## config.mk

```make
export PLATFORM = sky130hd
export DESIGN_NAME = axis_to_video
export DESIGN_NICKNAME = d
export VERILOG_FILES = /design/src/rtl/video_pkg.sv /design/src/rtl/video_timing_cnt.sv /design/src/rtl/axis_to_video.sv
export SDC_FILE = /design/constraint.sdc
export NUM_CORES = 1
export LEC_CHECK = 0
export ABC_CLOCK_PERIOD_IN_PS = 8600
export CORE_UTILIZATION = 46
export CTS_CLUSTER_DIAMETER = 120
export DETAILED_ROUTE_END_ITERATION = 7
export GPL_ROUTABILITY_DRIVEN = 0
export GPL_TIMING_DRIVEN = 0
export PLACE_DENSITY = 0.75
export SYNTH_ARGS = -nofsm -noshare
export SYNTH_HDL_FRONTEND = slang
export SYNTH_HIERARCHICAL = 1
export SYNTH_SLANG_ARGS = --single-unit
```

## constraint.sdc

```tcl
create_clock -name clk -period 8.6 [get_ports clk]
set_input_delay 1.72 -clock clk [delete_from_list [all_inputs] [get_ports clk]]
set_output_delay 1.72 -clock clk [all_outputs]
set_load 0.01 [all_outputs]
```

## src/rtl/video_pkg.sv

```systemverilog
// Shared types and constants for the stream-to-video timing source.
package video_pkg;

  // Source FSM states
  typedef enum logic [2:0] {
    IDLE,
    SEEK_SOF,
    WAIT_FRAME,
    RUN,
    FLUSH
  } vtx_state_e;

  // Bit positions inside the sticky status vector
  localparam int unsigned STAT_UNDERFLOW = 0;
  localparam int unsigned STAT_SOF_ERR   = 1;
  localparam int unsigned STAT_EOL_ERR   = 2;
  localparam int unsigned STAT_W         = 3;

  // Width of the timing counters and config words
  localparam int unsigned CNT_W = 16;

endpackage

```

## src/rtl/video_timing_cnt.sv

```systemverilog
// Free-running line/frame counters with per-frame latched configuration.
module video_timing_cnt
  import video_pkg::*;
#(
  parameter string DEBUG = "FALSE"
) (
  input  logic             clk,
  input  logic             rst_n,
  input  logic             i_run,
  input  logic [CNT_W-1:0] i_h_act,
  input  logic [CNT_W-1:0] i_h_ofs,
  input  logic [CNT_W-1:0] i_h_total,
  input  logic [CNT_W-1:0] i_v_act,
  input  logic [CNT_W-1:0] i_v_total,
  output logic             o_act,
  output logic             o_vs_line,
  output logic             o_first_act,
  output logic             o_last_act,
  output logic             o_frame_start,
  output logic             o_frame_end
);

  logic [CNT_W-1:0] r_hcnt, r_vcnt;
  logic [CNT_W-1:0] r_h_act, r_h_ofs, r_h_total, r_v_act, r_v_total;

  logic [CNT_W-1:0] w_h_act, w_h_ofs, w_h_total, w_v_act, w_v_total;
  logic             w_frame_start, w_h_wrap, w_v_wrap, w_vs_line, w_act;
  logic [CNT_W:0]   w_h_end;

  // Frame-start cycle sees the live ports so the whole frame runs on one config set
  always_comb begin
    w_frame_start = (r_hcnt == '0) && (r_vcnt == '0);
    w_h_act       = w_frame_start ? i_h_act   : r_h_act;
    w_h_ofs       = w_frame_start ? i_h_ofs   : r_h_ofs;
    w_h_total     = w_frame_start ? i_h_total : r_h_total;
    w_v_act       = w_frame_start ? i_v_act   : r_v_act;
    w_v_total     = w_frame_start ? i_v_total : r_v_total;
    // 17-bit sums so H_OFS+H_ACT cannot wrap
    w_h_end       = {1'b0, w_h_ofs} + {1'b0, w_h_act};
    w_h_wrap      = ({1'b0, r_hcnt} + 17'd1) == {1'b0, w_h_total};
    w_v_wrap      = ({1'b0, r_vcnt} + 17'd1) == {1'b0, w_v_total};
    w_vs_line     = (r_vcnt != '0) && (r_vcnt <= w_v_act);
    w_act         = w_vs_line && (r_hcnt >= w_h_ofs) && ({1'b0, r_hcnt} < w_h_end);
  end

  assign o_act         = w_act;
  assign o_vs_line     = w_vs_line;
  assign o_first_act   = w_act && (r_vcnt == 16'd1) && (r_hcnt == w_h_ofs);
  assign o_last_act    = w_act && (({1'b0, r_hcnt} + 17'd1) == w_h_end);
  assign o_frame_start = w_frame_start;
  assign o_frame_end   = w_h_wrap && w_v_wrap;

  // Config latch at frame start and the hcnt/vcnt raster counters
  always_ff @(posedge clk or negedge rst_n) begin
    if (!rst_n) begin
      r_hcnt    <= '0;
      r_vcnt    <= '0;
      r_h_act   <= '0;
      r_h_ofs   <= '0;
      r_h_total <= '0;
      r_v_act   <= '0;
      r_v_total <= '0;
    end else begin
      if (w_frame_start) begin
        r_h_act   <= i_h_act;
        r_h_ofs   <= i_h_ofs;
        r_h_total <= i_h_total;
        r_v_act   <= i_v_act;
        r_v_total <= i_v_total;
      end
      if (!i_run) begin
        r_hcnt <= '0;
        r_vcnt <= '0;
      end else if (w_h_wrap) begin
        r_hcnt <= '0;
        r_vcnt <= w_v_wrap ? '0 : r_vcnt + 16'd1;
      end else begin
        r_hcnt <= r_hcnt + 16'd1;
      end
    end
  end

  if (DEBUG == "TRUE") begin : g_debug
    (* mark_debug = "true" *) logic [CNT_W-1:0] r_dbg_hcnt;
    (* mark_debug = "true" *) logic [CNT_W-1:0] r_dbg_vcnt;
    // Probe copies of the raster position
    always_ff @(posedge clk or negedge rst_n) begin
      if (!rst_n) begin
        r_dbg_hcnt <= '0;
        r_dbg_vcnt <= '0;
      end else begin
        r_dbg_hcnt <= r_hcnt;
        r_dbg_vcnt <= r_vcnt;
      end
    end
  end

endmodule

```

## src/rtl/axis_to_video.sv

```systemverilog
// AXI4-Stream to en/vs video source: frame-locks on tuser, checks tlast and keeps
// the output raster running through underflow and stream errors.
module axis_to_video
  import video_pkg::*;
#(
  parameter int unsigned           DATA_WIDTH = 16,
  parameter logic [DATA_WIDTH-1:0] FILL       = '0,
  parameter string                 DEBUG      = "FALSE"
) (
  input  logic                  clk,
  input  logic                  rst_n,
  input  logic                  enable,
  input  logic [CNT_W-1:0]      H_ACT,
  input  logic [CNT_W-1:0]      H_OFS,
  input  logic [CNT_W-1:0]      H_TOTAL,
  input  logic [CNT_W-1:0]      V_ACT,
  input  logic [CNT_W-1:0]      V_TOTAL,
  input  logic [DATA_WIDTH-1:0] s_tdata,
  input  logic                  s_tvalid,
  output logic                  s_tready,
  input  logic                  s_tuser,
  input  logic                  s_tlast,
  output logic [DATA_WIDTH-1:0] dout,
  output logic                  en_out,
  output logic                  vs_out,
  output logic [STAT_W-1:0]     status
);

  vtx_state_e              r_state;
  logic                    r_vs, r_en;
  logic [DATA_WIDTH-1:0]   r_dout;
  logic [STAT_W-1:0]       r_status;

  logic                    w_act, w_vs_line, w_first_act, w_last_act;
  logic                    w_frame_start, w_frame_end;
  logic                    w_run_act, w_take;
  logic [STAT_W-1:0]       w_err;

  video_timing_cnt #(
    .DEBUG (DEBUG)
  ) u_timing (
    .clk           (clk),
    .rst_n         (rst_n),
    .i_run         (r_state != IDLE),
    .i_h_act       (H_ACT),
    .i_h_ofs       (H_OFS),
    .i_h_total     (H_TOTAL),
    .i_v_act       (V_ACT),
    .i_v_total     (V_TOTAL),
    .o_act         (w_act),
    .o_vs_line     (w_vs_line),
    .o_first_act   (w_first_act),
    .o_last_act    (w_last_act),
    .o_frame_start (w_frame_start),
    .o_frame_end   (w_frame_end)
  );

  // Stream ready per state and error detection on active RUN pixels
  always_comb begin
    unique case (r_state)
      IDLE:       s_tready = 1'b0;
      SEEK_SOF:   s_tready = !s_tuser;  // hold the SOF beat for the next frame
      WAIT_FRAME: s_tready = 1'b0;
      RUN:        s_tready = w_act;
      FLUSH:      s_tready = 1'b0;
      default:    s_tready = 1'b0;
    endcase
    w_run_act                  = (r_state == RUN) && w_act;
    w_take                     = w_run_act && s_tvalid;
    w_err                      = '0;
    w_err[STAT_UNDERFLOW]      = w_run_act && !s_tvalid;
    w_err[STAT_SOF_ERR]        = w_take && s_tuser && !w_first_act;
    w_err[STAT_EOL_ERR]        = w_take && (s_tlast != w_last_act);
  end

  // Source FSM; enable only acts on frame boundaries
  always_ff @(posedge clk or negedge rst_n) begin
    if (!rst_n) begin
      r_state <= IDLE;
    end else begin
      unique case (r_state)
        IDLE: begin
          if (enable) r_state <= SEEK_SOF;
        end
        SEEK_SOF: begin
          if (w_frame_end && !enable)   r_state <= IDLE;
          else if (s_tvalid && s_tuser) r_state <= WAIT_FRAME;
        end
        WAIT_FRAME: begin
          if (w_frame_end && !enable) r_state <= IDLE;
          else if (w_frame_start)     r_state <= RUN;
        end
        RUN: begin
          if (w_frame_end && !enable) r_state <= IDLE;
          else if (|w_err)            r_state <= FLUSH;
        end
        FLUSH: begin
          if (w_frame_end) r_state <= enable ? SEEK_SOF : IDLE;
        end
        default: r_state <= IDLE;
      endcase
    end
  end

  // Registered video outputs and sticky per-frame status
  always_ff @(posedge clk or negedge rst_n) begin
    if (!rst_n) begin
      r_vs     <= 1'b0;
      r_en     <= 1'b0;
      r_dout   <= '0;
      r_status <= '0;
    end else begin
      r_vs   <= w_vs_line;
      r_en   <= w_act;
      r_dout <= w_take ? s_tdata : FILL;
      if (w_frame_start) r_status <= '0;
      else               r_status <= r_status | w_err;
    end
  end

  assign vs_out = r_vs;
  assign en_out = r_en;
  assign dout   = r_dout;
  assign status = r_status;

  if (DEBUG == "TRUE") begin : g_debug
    (* mark_debug = "true" *) vtx_state_e        r_dbg_state;
    (* mark_debug = "true" *) logic [STAT_W-1:0] r_dbg_status;
    // Probe copies of FSM state and status
    always_ff @(posedge clk or negedge rst_n) begin
      if (!rst_n) begin
        r_dbg_state  <= IDLE;
        r_dbg_status <= '0;
      end else begin
        r_dbg_state  <= r_state;
        r_dbg_status <= r_status;
      end
    end
  end

endmodule

```

* After elaboration in Yosys (flattened, before gate mapping)
Index checks and enable logic that the tools add are counted.
** Operators by class
- $add $sub $neg :: 5
- Reduce and logical (&&, ||, !) cells :: 27
- Magnitude comparators :: 3
- Equal/unequal tests :: 16
- Multiplexer cells :: 23
- Bitwise gates (word level) :: 1
** Operators by type and width (count)
- two-way mux 16 bit :: 11
- adder 16 x 1 -> 17 bit (second input constant) :: 2
- == test 17 x 16 -> 1 bit :: 2
- adder 16 x 1 -> 16 bit (second input constant) :: 2
- logical NOT 16 bit :: 2
- two-way mux 3 bit :: 9
- adder 16 x 16 -> 17 bit :: 1
- == test 17 bit :: 1
- < comparator 16 x 17 -> 1 bit :: 1
- == test 16 x 1 -> 1 bit (second input constant) :: 1
- == test 16 bit :: 1
- >= comparator 16 bit :: 1
- <= comparator 16 bit :: 1
- logical AND 1 bit :: 16
- nonzero test 16 bit :: 1
- one-hot mux 3 bit (5 select lines) :: 1
- == test 3 x 2 -> 1 bit (second input constant) :: 2
- != test 2 bit (second input constant) :: 3
- AND reduction 5 bit :: 1
- logical NOT 1 bit :: 4
- == test 3 x 1 -> 1 bit (second input constant) :: 1
- == test 3 bit (second input constant) :: 1
- logical NOT 3 bit :: 1
- != test 3 x 1 -> 1 bit (second input constant) :: 1
- 8 further kinds :: 8
** Word-level totals
- Input bits :: 102
- Logic and storage cells :: 87
- Flip-flop bits (word level) :: 136
- Output and inout port bits :: 22

* Logic depth before layout (Yosys ltp)
Gate-level depths: netlist (run 1).
- Word-level depth :: 15
- Mapped depth :: 34
- Gate-level depth less buffers :: 29

* Modules after synthesis
The synthesis (run 1) kept the hierarchy.
** Modules (own cells, without submodules)
- video_timing_cnt :: cells each 960, sequential area each 2802.7 um2, area each 8585.7 um2, instances 1
- axis_to_video :: cells each 80, sequential area each 600.6 um2, area each 950.9 um2, instances 1

* Worst setup path before layout (run 1)
No wires, ideal clock.
- Kind :: register to output
- Start point :: register u_timing.r_vcnt[0]
- End point :: output s_tready
- Stages on the path, launching flop included :: 30
- Arrival :: 6.360 ns
- Setup slack :: 0.520 ns
- Path buffers :: 4
- Data required time :: 6.880 ns
- Path through :: dfrtp_1 -> inv_1 -> ha_1 -> buf_2 -> nor3b_1 -> and4_1 -> buf_6 -> nand2_8 -> buf_2 -> buf_1 -> mux2i_1 -> inv_1 -> ha_1 -> and3_1 -> a2111oi_0 -> a211oi_1 -> a41oi_1 -> o21ai_1 -> a21o_1 -> a21o_1 -> a21oi_1 -> xnor2_1 -> ha_1 -> a2111oi_0 -> o21ai_0 -> a21oi_1 -> a221oi_1 -> a211oi_1 -> a21oi_1 -> nor2_1
** Between the ends
- Elaborated cells on any way between the ends :: 14
- Classes of those cells :: 1 x add/sub; 3 x order compare; 4 x mux; 6 x reduce/logical
** RTL lines
- start: declaration :: line video_timing_cnt.sv:23 : logic [CNT_W-1:0] r_hcnt, r_vcnt;
- start signal: assignment :: line video_timing_cnt.sv:76 : r_vcnt <= w_v_wrap ? '0 : r_vcnt + 16'd1;
- logical NOT 16 bit * :: line video_timing_cnt.sv:32 : w_frame_start = (r_hcnt == '0) && (r_vcnt == '0);
- logical AND 1 bit * :: line video_timing_cnt.sv:32
- two-way mux 16 bit *
- named net u_timing.w_h_ofs[2] :: line video_timing_cnt.sv:26 : logic [CNT_W-1:0] w_h_act, w_h_ofs, w_h_total, w_v_act, w_v_total;
- adder 16 x 16 -> 17 bit or >= comparator 16 bit (tied branches) :: line video_timing_cnt.sv:39, video_timing_cnt.sv:43
- < comparator 16 x 17 -> 1 bit or logical AND 1 bit (tied branches) :: line video_timing_cnt.sv:43 : w_act = w_vs_line && (r_hcnt >= w_h_ofs) && ({1'b0, r_hcnt} < w_h_end);
- logical AND 1 bit * :: line video_timing_cnt.sv:43
- named net w_act :: line axis_to_video.sv:34 : logic w_act, w_vs_line, w_first_act, w_last_act;
- one-hot mux 1 bit (2 select lines) * :: line axis_to_video.sv:60 : unique case (r_state)
- end: declaration :: line axis_to_video.sv:20 : output logic s_tready,
The timed path passes the listed nets; every way through them passes the cells marked *.

* Final worst setup path (run 1)
- Start point :: register u_timing.r_vcnt[0]
- End point :: output s_tready
** Between the ends
- Elaborated cells on any way between the ends :: 14
- Classes of those cells :: 1 x add/sub; 3 x order compare; 4 x mux; 6 x reduce/logical
** RTL lines
- logical NOT 16 bit :: line video_timing_cnt.sv:32
- logical AND 1 bit :: line video_timing_cnt.sv:32
- two-way mux 16 bit :: line video_timing_cnt.sv:33 : w_h_act = w_frame_start ? i_h_act : r_h_act;
- named net u_timing.w_h_act[2] :: line video_timing_cnt.sv:26
- adder 16 x 16 -> 17 bit :: line video_timing_cnt.sv:39 : w_h_end = {1'b0, w_h_ofs} + {1'b0, w_h_act};
- < comparator 16 x 17 -> 1 bit :: line video_timing_cnt.sv:43
- logical AND 1 bit :: line video_timing_cnt.sv:43
- named net w_act :: line axis_to_video.sv:34
- one-hot mux 1 bit (2 select lines) :: line axis_to_video.sv:60
The timed path passes the listed nets, and every way through them passes these cells.

==> out/qor.txt, run 1 <==
status - finished clean
Site Rows - 52
root buffer cell - clkbuf_16
Final #Nets - 1351
Finished Cell Area - 0.0119 mm²
max incr delay on CP - 0.45 ns
Routed WL - 26400 µm
io pins - 124
DIE WIDTH - 146 µm
power per cell area - 409 mW/mm²
final worst slack - 0.226 ns
Slew Limit Fails - 0
cts hold-fix bufs - 0
EDFF count, synth - 0
DIE AREA - 0.0213 mm²
Required @ worst endpoint - 6.88 ns
Max-cap violations - 0
Final Util - 0.588
hold path cells - 2
pre-CTS setup slack - -1.95 ns
final critical-path share of the clock period - 0.974
Final setup violation count - 0
cell count after synthesis - 1040
largest cells by area after synthesis - dfrtp_1 36%, ha_1 8.3%, nand2_1 5.3%
Hold Path Class - reg -> reg
FF+latch count, synth - 136
vias in the first global route - 8173
GRT Util Overall - 0.254
Initial Utilization - 0.470
post-route ant nets - 0
hpwl dp - 20100 µm
largest net degree at the start of global routing - 92
Startpoint Class - flop
P_leak - 5.47 nW
Cell Count, Final, Fillers Out - 1468
TritonCTS buffer count - 17
Rel. slew slack - 0.399
clock sink count - 136
Area after DPL - 0.0111 mm²
H-tree Lvls - 4
Slew @ Worst Pin - 0.878 ns
synth cell count leaders - 136 x dfrtp_1, 134 x nand2_1, 72 x inv_1
Post-Route Skew - 0.0141 ns
Pre-antenna DRT Iters - 5
setup TNS - 0 ns
clock latency on the worst-skew pair - 0.44 ns
mapped cell area - 0.00954 mm²
yosys synthesis warning count - 6
fin crit period - 8.37 ns
count leader, synth - dfrtp_1
DR iter-0 viols - 622
layout cell share with drive strength beyond 1 - 0.107
initial antenna violation count - 0
drc violations - 0
synthesized area per cell - 9.17 µm²
Area Growth Syn to Fin - 25.2%
sequential area share after synthesis - 0.357
worst r2r path cells - 35
total power - 4.88 mW
Post-Place Cells - 1433
routed len/inst - 18.0 µm
CP Data Arrival Time - 6.65 ns
CTS tree - done
Via Count - 8441
Critical Path End Type - primary output
fraction of registers with async set/reset - 1.00
Mapped Nets - 1206
Via density - 5.75
post-synth top area share - 0.357
Crit Path Max Fanout - 10
Primary FF master, synth - dfrtp_1
Overflow after GRT - 0
Final Hold Fails - 0
first-pass GRT wire length - 42400 µm
dominant cell type by area after synthesis - dfrtp_1
Unique masters post-synth - 82
slowest stage cell on the critical path - dfrtp_2
f_max - 119 MHz
Inserted Diodes - 0
Clock transition at path regs - 0.06 ns
final hold slack - 0.472 ns
VDD IR-drop max - 0.222 mV
die height - 146 µm
CTS Buffer Depth - 2
Crit Path Class - reg -> out
IO buf count - 122
core area - 0.0203 mm²
==> cell families after synthesis <==
kind of cell    synth area share
compound gates             0.137
fa+ha+maj                 0.0848
mux                       0.0506
flops                      0.357
simple gates               0.234
xor+xnor                  0.0827
buf+inv                   0.0534
==> layer usage <==
layer,GRT usage,vias to the layer above,share of wire
met2,0.394,354,0.45
li1,-,4021,-
met3,0.0404,56,0.066
met4,0.106,0,0.032
met5,0,-,0
met1,0.354,4010,0.46
==> final timing paths <==
path                       slack [ns]                start                  end
setup / recovery                 0.23   u_timing/r_vcnt[0]             s_tready
max in group asynchronous        6.58                rst_n   u_timing/r_vcnt[1]
hold reg to reg                  0.47  u_timing/r_v_act[0]  u_timing/r_v_act[0]
setup reg to reg                 0.96   u_timing/r_vcnt[0]           r_state[2]
hold / removal                   0.47  u_timing/r_v_act[0]  u_timing/r_v_act[0]
min in group asynchronous        1.19                rst_n             dout[10]
==> critical path: cells and delay by family (launching register included) <==
| kind | cells | cell delay (ns) |
|---|---|---|
| adder cells (fa/ha/maj) | 3 | 0.70 |
| AO/OA/AOI/OAI | 13 | 2.62 |
| flip-flops | 1 | 0.45 |
| AND/OR/NAND/NOR | 7 | 1.12 |
| buffers and inverters | 7 | 1.15 |
| XOR/XNOR | 1 | 0.16 |
==> area by class of cell <==
type	count	area, µm²
timing repair buffer	127	1280
multi-input combinational	788	5760
tap	270	338
fill	1762	8360
inverter	72	273
clock buffer	17	425
buffer	43	290
sequential	136	3410
clock inverter	15	169
==> layout by cell type, fill, tap and decap left out, drive strengths merged, types with 26 or more instances in the layout <==
cell type      count
nor2              48
o21ai             37
xnor2             54
nand4             37
nand2            136
inv               84
clkdlybuf4s50    120
mux2i             31
dfrtp            136
ha                63
nand3             45
xor2              30
a21oi             26
clkbuf            38
and2              29
buf               28
==> flip-flops by register name, summed over array words and instances (netlist names) <==
register / count
dout: 16
en_out: 1
r_state: 3
status: 3
u_timing/r_h_act: 16
u_timing/r_h_ofs: 16
u_timing/r_h_total: 16
u_timing/r_hcnt: 16
u_timing/r_v_act: 16
u_timing/r_v_total: 16
u_timing/r_vcnt: 16
vs_out: 1
==> timing repair <==
action | 4_1_cts | 5_1_grt
gates resized for setup | 45 | 15
endpoints found under the setup margin | 23 | 1
buffers inserted | 3 | 1
pin swaps | 4 | 3
==> report_power, final <==
| part | total (mW) | internal, mW | switching [mW] |
|---|---|---|---|
| sequential | 0.932 | 0.848 | 0.0843 |
| clock | 0.744 | 0.416 | 0.328 |
| combinational | 3.21 | 1.32 | 1.89 |
(Power assumes the default switching activity.)
==> run 2, diff against run 1 <==
--- a/config.mk
+++ b/config.mk
@@ -6,12 +6,13 @@
 export NUM_CORES = 1
 export LEC_CHECK = 0
 export ABC_CLOCK_PERIOD_IN_PS = 8600
-export CORE_UTILIZATION = 46
+export CORE_UTILIZATION = 42
 export CTS_CLUSTER_DIAMETER = 120
 export DETAILED_ROUTE_END_ITERATION = 7
 export GPL_ROUTABILITY_DRIVEN = 0
 export GPL_TIMING_DRIVEN = 0
-export PLACE_DENSITY = 0.75
+export MAX_ROUTING_LAYER = met4
+export PLACE_DENSITY_LB_ADDON = 0.15
 export SYNTH_ARGS = -nofsm -noshare
 export SYNTH_HDL_FRONTEND = slang
 export SYNTH_HIERARCHICAL = 1
==> run 2 against run 1 <==
The run now ends with design-rule violations left. Highest routed layer unchanged. Wire length up 2.2%. Critical path depth down 2. Clock power down 4.8%. Fmax up 2.3%. Combinational power about the same. Count of clock-buffer cells in the layout up 1. Sequential cell count unchanged. Core utilization down 4.7 points.
==> out/qor.txt, run 2 (same netlist as run 1, synthesis figures left out) <==
Pre-antenna DRT Iters - 7 (+2)
Inserted Diodes - 0 (unchanged)
GRT Util Overall - 0.248 (-0.00659)
H-tree Lvls - 4 (unchanged)
Crit Path Class - reg -> out
Via density - 5.57 (-3.1%)
P_leak - 5.46 nW (about the same)
cts hold-fix bufs - 0 (unchanged)
VDD IR-drop max - 0.170 mV (-24%)
Area Growth Syn to Fin - 25.0%
core area - 0.0220 mm² (+8.5%)
fin crit period - 8.18 ns (-0.192 ns)
commonest cells after routing, fill and taps aside - 134 x nand2_1, 134 x dfrtp_1, 120 x clkdlybuf4s50_1
CTS Buffer Depth - 2 (unchanged)
power per cell area - 408 mW/mm² (-0.25%)
Routed WL - 27000 µm (+2.2%)
routed len/inst - 18.2 µm (+1.2%)
vias in the first global route - 7916 (-3.1%)
Cell Count, Final, Fillers Out - 1483 (+1.0%)
slowest stage cell on the critical path - dfrtp_2
DR iter-0 viols - 637 (+2.4%)
Initial Utilization - 0.433 (-0.0368)
post-route ant nets - 0 (unchanged)
Clock transition at path regs - 0.07 ns (about the same)
Final Util - 0.541 (-0.0471)
setup TNS - 0 ns (unchanged)
Via Count - 8261 (-2.1%)
layout cell share with drive strength beyond 1 - 0.111 (+0.00371)
CTS tree - done
io pins - 124 (unchanged)
DIE WIDTH - 153 µm (+4.6%)
f_max - 122 MHz (+2.3%)
worst r2r path cells - 34 (-2.9%)
Slew Limit Fails - 0 (unchanged)
max incr delay on CP - 0.45 ns (about the same)
failing checks - design-rule violations
largest net degree at the start of global routing - 82 (-11%)
Post-Route Skew - 0.0119 ns (-0.00219 ns)
Final setup violation count - 0 (unchanged)
hold path cells - 2 (unchanged)
IO buf count - 122 (unchanged)
Overflow after GRT - 0 (unchanged)
first-pass GRT wire length - 43700 µm (+3.0%)
Final #Nets - 1356 (+0.37%)
DIE AREA - 0.0233 mm² (+9.4%)
Largest delay share family, worst path - compound AO/OA/AOI/OAI gates
Site Rows - 54 (+3.8%)
most frequent CP cell - ha_1
final critical-path share of the clock period - 0.951 (-0.0223)
Required @ worst endpoint - 6.88 ns (about the same)
Area after DPL - 0.0111 mm² (+0.11%)
Startpoint Class - flop
die height - 153 µm (+4.6%)
drc violations - 17 (+17)
Finished Cell Area - 0.0119 mm² (-0.19%)
Post-Place Cells - 1443 (+0.70%)
Rel. slew slack - 0.341 (-0.0582)
root buffer cell - clkbuf_16
clock sink count - 136 (unchanged)
Hold Path Class - reg -> reg
Slew @ Worst Pin - 0.980 ns (+0.101 ns)
CP Data Arrival Time - 6.46 ns (-0.19 ns)
crit path buf inv count - 6 (-1)
hpwl dp - 20800 µm (+3.7%)
TritonCTS buffer count - 17 (unchanged)
clock latency on the worst-skew pair - 0.43 ns (about the same)
unrepaired setup endpoints after global routing - no
Max-cap violations - 0 (unchanged)
Final Hold Fails - 0 (unchanged)
initial antenna violation count - 0 (unchanged)
instance count on the critical path - 29 (-6.5%)
Critical Path End Type - primary output
Crit Path Max Fanout - 17 (+7)
status - complete, but fails checks
run 2: changes by cell type in the layout (fill, tap and decap cells not counted), sizes merged:
| cell | before | now |
|---|---|---|
| clkinv | 1 | 2 |
| inv | 84 | 82 |
| buf | 28 | 35 |
| clkinvlp | 1 | 2 |
| bufinv | 1 | 0 |
| dlygate4sd2 | 1 | 0 |
run 2: metal layers:
layer,global-route usage,up-vias,wire length [µm]
met4,0.0678,0,388
li1,-,4034,-
met5,-,-,0
met1,0.360,3937,13600
met3,0.0461,25,1680
met2,0.349,265,11300
run 2: worst reg2reg max path: cells and delay by family (launching register included):
family,cells,cell delay [ns]
compound gates,14,2.90
flops,1,0.45
buf+inv,7,1.25
simple gates,7,1.71
fa+ha+maj,4,1.00
xor+xnor,2,0.38
run 2: area by class of cell:
| cell class | count | area, µm² |
|---|---|---|
| plain buffers | 42 | 265 |
| clock buffers | 18 | 439 |
| clock inverters | 14 | 130 |
| fillers | 2029 | 10100 |
| inverters | 72 | 273 |
| multi-input cells | 788 | 5730 |
| flip-flops and latches | 136 | 3410 |
| well taps | 280 | 350 |
| repair buffers | 133 | 1320 |
run 2: timing repair:
| item | in CTS | in global routing |
|---|---|---|
| endpoints found under the setup margin | 23 | 1 |
| pin swaps | 3 | 1 |
| resized for setup | 44 | 12 |
| setup buffers | 6 | 4 |
run 2: worst paths after layout:
check | to | from | slack, ns
hold reg to reg | u_timing/r_h_act[14] | u_timing/r_h_act[14] | 0.48
max in group asynchronous | u_timing/r_vcnt[11] | rst_n | 6.55
setup reg to reg | r_state[2] | u_timing/r_vcnt[0] | 0.78
min in group asynchronous | u_timing/r_h_act[11] | rst_n | 1.25
setup / recovery | s_tready | u_timing/r_vcnt[0] | 0.42
hold / removal | u_timing/r_h_act[14] | u_timing/r_h_act[14] | 0.48
run 2: stage by stage:
step | total power [mW] | hold slack, ns | setup WS [ns]
6_report | 4.86 | 0.478 | 0.418
5_1_grt | 5.26 | 0.495 | 0.0795
4_1_cts | 4.79 | 0.476 | 0.175
3_5_place_dp | 3.94 | 0.463 | -1.97
3_3_place_gp | 3.90 | 0.454 | -1.90
2_1_floorplan | 3.18 | 0.438 | 0.520
run 2: where the power goes:
part / leakage [nW] / switching, mW / internal (mW) / total, mW
Sequential: 1.73 / 0.0829 / 0.848 / 0.931
Combinational: 3.46 / 1.89 / 1.33 / 3.22
Clock: 0.277 / 0.318 / 0.390 / 0.708
Total: 5.46 / 2.29 / 2.57 / 4.86
==> run 3, diff against run 2 <==
--- a/config.mk
+++ b/config.mk
@@ -11,6 +11,7 @@
 export DETAILED_ROUTE_END_ITERATION = 7
 export GPL_ROUTABILITY_DRIVEN = 0
 export GPL_TIMING_DRIVEN = 0
+export HOLD_SLACK_MARGIN = 0.08
 export MAX_ROUTING_LAYER = met4
 export PLACE_DENSITY_LB_ADDON = 0.15
 export SYNTH_ARGS = -nofsm -noshare
==> results of run 3 <==
Same layout as run 2: the final DEF is identical, and so are final timing and power.
